## src/rtl/br_redirect_ctrl.sv

```systemverilog
// Redirect sequencer for the PC-relative branch unit: forwards writebacks, flushes and
// redirects fetch on taken branches, then drains wrong-path results. Optional: BR_MISALIGN_CHECK_EN.
module br_redirect_ctrl #(
   parameter int ADDR_W       = 32,
   parameter int DRAIN_CYCLES = 2,
   parameter int CNT_W        = 32
) (
   input  logic              clk,
   input  logic              rst,
   input  logic              res_valid,
   output logic              res_ready,
   input  logic [4:0]        res_rd_idx,
   input  logic [ADDR_W-1:0] res_rd_val,
   input  logic              res_br_valid,
   input  logic [ADDR_W-1:0] res_br_target,
   output logic              wb_valid,
   output logic [4:0]        wb_rd_idx,
   output logic [ADDR_W-1:0] wb_rd_val,
   output logic              flush,
   output logic              redirect_valid,
   input  logic              redirect_ready,
   output logic [ADDR_W-1:0] redirect_pc,
   output logic              ex_valid,
   output logic [ADDR_W-1:0] ex_tval,
   output logic [CNT_W-1:0]  br_taken_cnt,
   output logic [CNT_W-1:0]  squash_cnt
);

   // state    | meaning
   // IDLE     | forwarding results; a taken branch starts a redirect
   // REDIRECT | redirect_valid held until fetch accepts; results dropped
   // DRAIN    | fixed window of dropped wrong-path results
   typedef enum logic [1:0] {S_IDLE, S_REDIRECT, S_DRAIN} state_t;

   localparam int DW = (DRAIN_CYCLES < 2) ? 1 : $clog2(DRAIN_CYCLES + 1);

   state_t            state, state_nxt;
   logic [DW-1:0]     drain_cnt, drain_nxt;
   logic              wb_valid_nxt;
   logic [4:0]        wb_idx_nxt;
   logic [ADDR_W-1:0] wb_val_nxt;
   logic              flush_nxt;
   logic              rv_nxt;
   logic [ADDR_W-1:0] pc_nxt;
   logic              ex_valid_nxt;
   logic [ADDR_W-1:0] ex_tval_nxt;
   logic [CNT_W-1:0]  taken_nxt;
   logic [CNT_W-1:0]  squash_nxt;
   logic              misalign;

   assign res_ready = 1'b1;

`ifdef BR_MISALIGN_CHECK_EN
   assign misalign = (res_br_target[1:0] != 2'b00);
`else
   assign misalign = 1'b0;
`endif

   always_comb begin
      state_nxt    = state;
      drain_nxt    = drain_cnt;
      wb_valid_nxt = 1'b0;
      wb_idx_nxt   = wb_rd_idx;
      wb_val_nxt   = wb_rd_val;
      flush_nxt    = 1'b0;
      rv_nxt       = redirect_valid;
      pc_nxt       = redirect_pc;
      ex_valid_nxt = 1'b0;
      ex_tval_nxt  = '0;
      taken_nxt    = br_taken_cnt;
      squash_nxt   = squash_cnt;
      case (state)
         S_IDLE: begin
            if (res_valid) begin
               // flush can only be high in IDLE after a misalign exception with no
               // drain window; the result behind it is wrong-path, and dropping it
               // keeps flush from firing on consecutive cycles.
               if (flush) begin
                  squash_nxt = squash_cnt + CNT_W'(1);
               end else if (res_br_valid && misalign) begin
                  ex_valid_nxt = 1'b1;
                  ex_tval_nxt  = res_br_target;
                  flush_nxt    = 1'b1;
                  squash_nxt   = squash_cnt + CNT_W'(1);
                  if (DRAIN_CYCLES > 0) begin
                     state_nxt = S_DRAIN;
                     drain_nxt = DW'(DRAIN_CYCLES);
                  end
               end else begin
                  wb_valid_nxt = 1'b1;
                  wb_idx_nxt   = res_rd_idx;
                  wb_val_nxt   = res_rd_val;
                  if (res_br_valid) begin
                     pc_nxt    = res_br_target;
                     flush_nxt = 1'b1;
                     rv_nxt    = 1'b1;
                     taken_nxt = br_taken_cnt + CNT_W'(1);
                     state_nxt = S_REDIRECT;
                  end
               end
            end
         end
         S_REDIRECT: begin
            if (res_valid) squash_nxt = squash_cnt + CNT_W'(1);
            if (redirect_ready) begin
               rv_nxt = 1'b0;
               if (DRAIN_CYCLES > 0) begin
                  state_nxt = S_DRAIN;
                  drain_nxt = DW'(DRAIN_CYCLES);
               end else begin
                  state_nxt = S_IDLE;
               end
            end
         end
         S_DRAIN: begin
            if (res_valid) squash_nxt = squash_cnt + CNT_W'(1);
            if (drain_cnt <= DW'(1)) begin
               drain_nxt = '0;
               state_nxt = S_IDLE;
            end else begin
               drain_nxt = drain_cnt - DW'(1);
            end
         end
         default: begin
            state_nxt = S_IDLE;
            drain_nxt = '0;
            rv_nxt    = 1'b0;
         end
      endcase
   end

   always_ff @(posedge clk) begin
      if (rst) begin
         state          <= S_IDLE;
         drain_cnt      <= '0;
         wb_valid       <= 1'b0;
         wb_rd_idx      <= '0;
         wb_rd_val      <= '0;
         flush          <= 1'b0;
         redirect_valid <= 1'b0;
         redirect_pc    <= '0;
         ex_valid       <= 1'b0;
         ex_tval        <= '0;
         br_taken_cnt   <= '0;
         squash_cnt     <= '0;
      end else begin
         state          <= state_nxt;
         drain_cnt      <= drain_nxt;
         wb_valid       <= wb_valid_nxt;
         wb_rd_idx      <= wb_idx_nxt;
         wb_rd_val      <= wb_val_nxt;
         flush          <= flush_nxt;
         redirect_valid <= rv_nxt;
         redirect_pc    <= pc_nxt;
         ex_valid       <= ex_valid_nxt;
         ex_tval        <= ex_tval_nxt;
         br_taken_cnt   <= taken_nxt;
         squash_cnt     <= squash_nxt;
      end
   end

endmodule

```

## config.mk

```make
export PLATFORM = sky130hd
export DESIGN_NAME = br_redirect_ctrl
export DESIGN_NICKNAME = d
export VERILOG_FILES = /design/src/rtl/br_redirect_ctrl.sv
export SDC_FILE = /design/constraint.sdc
export NUM_CORES = 1
export LEC_CHECK = 0
export CAP_MARGIN = 10
export CORE_MARGIN = 2
export CORE_UTILIZATION = 34
export CTS_CLUSTER_SIZE = 28
export DETAILED_ROUTE_END_ITERATION = 16
export PLACE_DENSITY = 0.74
export SLEW_MARGIN = 10
export SYNTH_ARGS = -nofsm -noshare
export SYNTH_HDL_FRONTEND = slang
export SYNTH_SLANG_ARGS = --single-unit
```

## constraint.sdc

```tcl
create_clock -name clk -period 4.2 [get_ports clk]
set_input_delay 0.84 -clock clk [delete_from_list [all_inputs] [get_ports clk]]
set_output_delay 0.84 -clock clk [all_outputs]
set_load 0.02 [all_outputs]
```

=== After elaboration in Yosys (flattened, before gate mapping) ===
Cells that the tools add are included.

* Word-level logic and storage cells: 57
* Register bits after elaboration: 140

* Mux-type cells: 19
* $lt $le $gt $ge: 1
* Add/sub/neg operators: 3
* Reductions and logical operators: 11
* Eq/ne operators: 9
* Bitwise gates (word level): 4

{| class="wikitable"
|+ Operators with widths
! operator !! number
|-
| 32-bit 2-to-1 mux || 3
|-
| 32-bit by 1-bit adder with 32-bit output (second input constant) || 2
|-
| 32-bit case mux with 2 select lines || 1
|-
| 2-bit 2-to-1 mux || 6
|-
| 2-bit inequality test (second input constant) || 6
|-
| 2-bit case mux with 3 select lines || 2
|-
| 5-bit AND reduction || 2
|-
| 4-bit AND reduction || 2
|-
| 1-bit 2-to-1 mux || 6
|-
| 1-bit inverter || 4
|-
| 4-bit OR reduction || 1
|-
| 1-bit case mux with 3 select lines || 1
|-
| 3-bit AND reduction || 1
|-
| 3-bit OR reduction || 1
|-
| 2-bit by 1-bit equality test with 1-bit output (second input constant) || 1
|-
| 2-bit equality test (second input constant) || 1
|-
| 2-bit by 1-bit less-or-equal comparator with 1-bit output (second input constant) || 1
|-
| 2-bit logical NOT || 1
|-
| 2-bit by 1-bit inequality test with 1-bit output (second input constant) || 1
|-
| 2-bit AND reduction || 1
|-
| 2-bit nonzero test || 1
|-
| 2-bit OR reduction || 1
|-
| 2-bit by 1-bit subtractor with 2-bit output (second input constant) || 1
|}

=== Depth between registers and ports, before layout ===
* Word-level depth: 4
* Mapped depth: 8
* Depth with buffers taken out: 6

=== Worst setup path before layout ===
OpenSTA, ideal clock, no wires.

* Path kind: in2reg
* From: input res_br_valid
* To: register br_taken_cnt[31]
* Cell stages on the path: 5
* Required time: 4.079 ns
* Setup slack: 1.850 ns
* Arrival: 2.229 ns
* Library setup time: 0.121 ns
* Path buffers: 1
* Cells stage by stage: nand3b_1 -> or3_1 -> clkbuf_1 -> nor4_1 -> mux2_2

* Longest elaborated chain between the ends: 1

{| class="wikitable"
|+ Ends and longest elaborated chain
! element !! RTL line !! source
|-
| start: declaration || 14 || <nowiki>input logic res_br_valid,</nowiki>
|-
| 4-bit AND reduction (no source line) || -- ||
|-
| end signal: assignment || 157 || <nowiki>br_taken_cnt <= taken_nxt;</nowiki>
|-
| end: declaration || 25 || <nowiki>output logic [CNT_W-1:0] br_taken_cnt,</nowiki>
|}

No other way between the ends.
A chain may end at the register's enable or synchronous reset.

=== Worst setup path in the final report ===
* From: input res_valid
* To: register squash_cnt[26]

* Longest elaborated chain between the ends: 2
* Elaborated cells on any way between the ends: 3

{| class="wikitable"
|+ Ends and longest elaborated chain
! element !! RTL line !! source
|-
| start: declaration || 10 || <nowiki>input logic res_valid,</nowiki>
|-
| 2-bit by 1-bit inequality test with 1-bit output (no source line) or 2-bit inequality test (tied branches) || -- ||
|-
| 4-bit AND reduction (no source line) * || -- ||
|-
| end signal: assignment || 158 || <nowiki>squash_cnt <= squash_nxt;</nowiki>
|-
| end: declaration || 26 || <nowiki>output logic [CNT_W-1:0] squash_cnt</nowiki>
|}

Mark *: on every way between the ends. The rest lies on a longest branch, timed or not.

==> flow_summary.ini <==
[logic_synthesis]
synthXorXnorAreaFrac_pct = 2.44
syn-cell-area_um2 = 6100
synth_top_family_by_area = simple AND/OR/NAND/NOR gates
synth_compound_area_share_pct = 13.7
ys_warn_count = 0
syn_area_per_cell_um2 = 8.14
synth_cells = 749
synth_fa_ha_area_share_pct = 1.64
ys_ff_latch = 140
synthArstFlopShare_pct = 0
synth-edff-count = 0
yosysSeqAreaShare_pct = 46.0
synthSimpleGateAreaFrac_pct = 26.4
ys.flop_type = dfxtp_1
yosysUniqueCellTypes = 43
muxShareOfSynthArea_pct = 1.87

[die]
num_rows = 48
die_area_um2 = 19000
core_um2 = 17400
die_y_um = 138
io_pins = 244
start_util_pct = 35.0
die_w_um = 138

[hold_path]
hold_depth = 2
hold_class = reg -> reg
min_from = wb_rd_val[23]$_SDFFE_PP0P_
worst_hold_path.endpoint = wb_rd_val[23]$_SDFFE_PP0P_

[drt]
wl_per_cell_um = 14.2
detail-route-antenna-nets = 0
drc = 0
routed_wl_mm = 16.8
vias_per_cell = 4.97
drt_iter0_drc = 284
vias = 5854
drt_pass1_iterations = 4

[cts]
htreeDepth = 4
tritoncts = built
root_buffer = clkbuf_16
cts_buffers = 17
ctsHoldBuffers = 0
cts_setup_buffers = 0
cts_max_path_buffers = 2
cts.clk_slew.worst_paths_ns = 0.06
cts_sinks = 140
cts.repair.resized = 0
insertion_delay_ns = 0.42

[global_route]
track_usage_pct = 17.5
antenna_found_initial = 0
grt_max_degree = 96
grtUsageMet2_pct = 26.4
grt_pass1_wl_mm = 26.2
gr-total-overflow = 0
busiest_layer = met2
grtUsageMet1_pct = 22.1
grt_pass1_vias = 5209
met3_usage_pct = 7.64

[placed_design]
io_buffers = 209
hpwl_mm = 11.6
gp_congestion = 0.745

[timing]
skew_ns = 0.00829
min_period_ns = 2.85
maxSlewViolCount = 0
maxSlewHeadroom_pct = 32.4
setup_viol = 0
fin_crit_sh_pct = 67.9
worst_slew_pin_slew_ns = 1.01
fmax_mhz = 351
finalHoldViolCount = 0
fin_setup_tns_ns = 0
rsz0062_at_grt = no

[critical_path]
cp_max_fo = 19
critPathBufInv = 2
worstPathRequired_ns = 4.54
endpoint_kind = register
crit_family = simple AND/OR/NAND/NOR gates
reg2regPathDepth = 6
r2r_end = squash_cnt[26]$_SDFFE_PP0P_
cp.arrival_ns = 3.19
slowest_delay_ns = 0.77
slowest_stage = or4b_1
critical_path_class = in -> reg
rrSetupSlack_ns = 1.41
path_cells = clkdlybuf4s50_1 > buf_4 > nand4_1 > or4b_1 > or4_1 > a21oi_1
cp-start-kind = input port
r2r-start = state[0]$_SDFFE_PP0P_

[final_layout]
final_nets = 1021
mostFrequentLayoutCell = clkdlybuf4s50_1
syn2layout_area_growth_pct = 45.1
final_cell_mix = 208 x clkdlybuf4s50_1, 165 x nand2_1, 140 x dfxtp_1
antenna_cells = 0
drive_gt1_share_pct = 5.67

[flow_run]
cap_violations = 0

[power]
pwr_density_cell_nw_per_um2 = 452
finalPower_mw = 4.00
total_leakage_power_nw = 3.01
ir_drop_mv = 0.307

[run_status]
status = completed
per-layer routing:
metal  wire [um]  part of all wire [%]  up-vias
met1        7320                    44     2697
met5           0                     0        -
met2        7510                    45      202
met4         267                   1.6        0
met3        1670                    10       24
li1            -                     -     2931
per-stage QoR:
stage          setup WS (ns)  hold WS [ns]  instance area, um2  util [%]  std cells
2_1_floorplan           1.85         0.462                6220         -        781
3_3_place_gp           0.949         0.440                8220      47.2       1145
3_5_place_dp           0.908         0.446                8220      47.2       1145
4_1_cts                 1.34         0.454                8850      50.8       1177
5_1_grt                 1.13         0.472                8850      50.8       1177
6_report                1.35         0.452                8850      50.8       1177
cell families (layout without fill, tap and decap cells):
group           Yosys count  after routing
compound gates          152            152
xor+xnor                 17             17
fa+ha+maj                 8              8
buf+inv                  92            263
flops                   140            140
mux                      10             10
other cells               2             34
simple gates            328            328
worst reg2reg max path, stage by stage (launching register included):
cell     delay (ns)
dfxtp_1        0.34
inv_1          0.14
ha_1           0.45
mux2_4         0.31
or4b_1         0.75
or4_1          0.59
a21oi_1        0.15
how the worst max path moves through the flow:
stage / end / cells past startpoint / slack, ns / from
finish: squash_cnt[26]$_SDFFE_PP0P_ / 6 / 1.35 / res_valid
global route: br_taken_cnt[31]$_SDFFE_PP0P_ / 5 / 1.13 / res_br_valid
CTS: squash_cnt[26]$_SDFFE_PP0P_ / 6 / 1.34 / res_valid
floorplan: br_taken_cnt[31]$_SDFFE_PP0P_ / 5 / 1.85 / res_br_valid
detailed placement: squash_cnt[26]$_SDFFE_PP0P_ / 6 / 0.91 / res_valid
global placement: squash_cnt[26]$_SDFFE_PP0P_ / 6 / 0.95 / res_valid
synthesized netlist by cell type, types with 4 or more instances:
cell type    n  area, um2
mux2_2       7       78.8
nand2_1    165        619
o31ai_1     23        173
nor2b_1      8       50.1
or3_1       16        100
dfxtp_1    140       2800
nor3_1       7       35.0
xor2_1       8       70.1
xnor2_1      9       78.8
nand4_1     21        131
ha_1         8        100
buf_1        4       15.0
clkbuf_1    37        139
buf_4       34        255
nor2_1      31        116
o21ai_0     14       70.1
nor4_1      10       62.6
a21oi_1    110        551
nand3_1     18       90.1
or4_1       28        210
inv_1       14       52.6
sequential cells by signal, summed over array words and instances, names as in the netlist:
register        count
squash_cnt         32
drain_cnt           2
wb_rd_idx           5
redirect_valid      1
flush               1
wb_valid            1
br_taken_cnt       32
wb_rd_val          32
state               2
redirect_pc        32
report_power, final:
part / switching, mW / total (mW) / internal, mW
registers: 0.0633 / 1.51 / 1.44
clock network: 0.624 / 1.59 / 0.964
logic: 0.525 / 0.903 / 0.377
cell type report:
class                      instances  area [um2]
timing repair buffer             217        2150
clock inverter                    14         185
tap                              225         282
clock buffer                      18         439
fill                            1651        8570
inverter                          14        52.6
sequential                       140        2800
multi-input combinational        549        2940
Power figures use the tool's default switching activity.
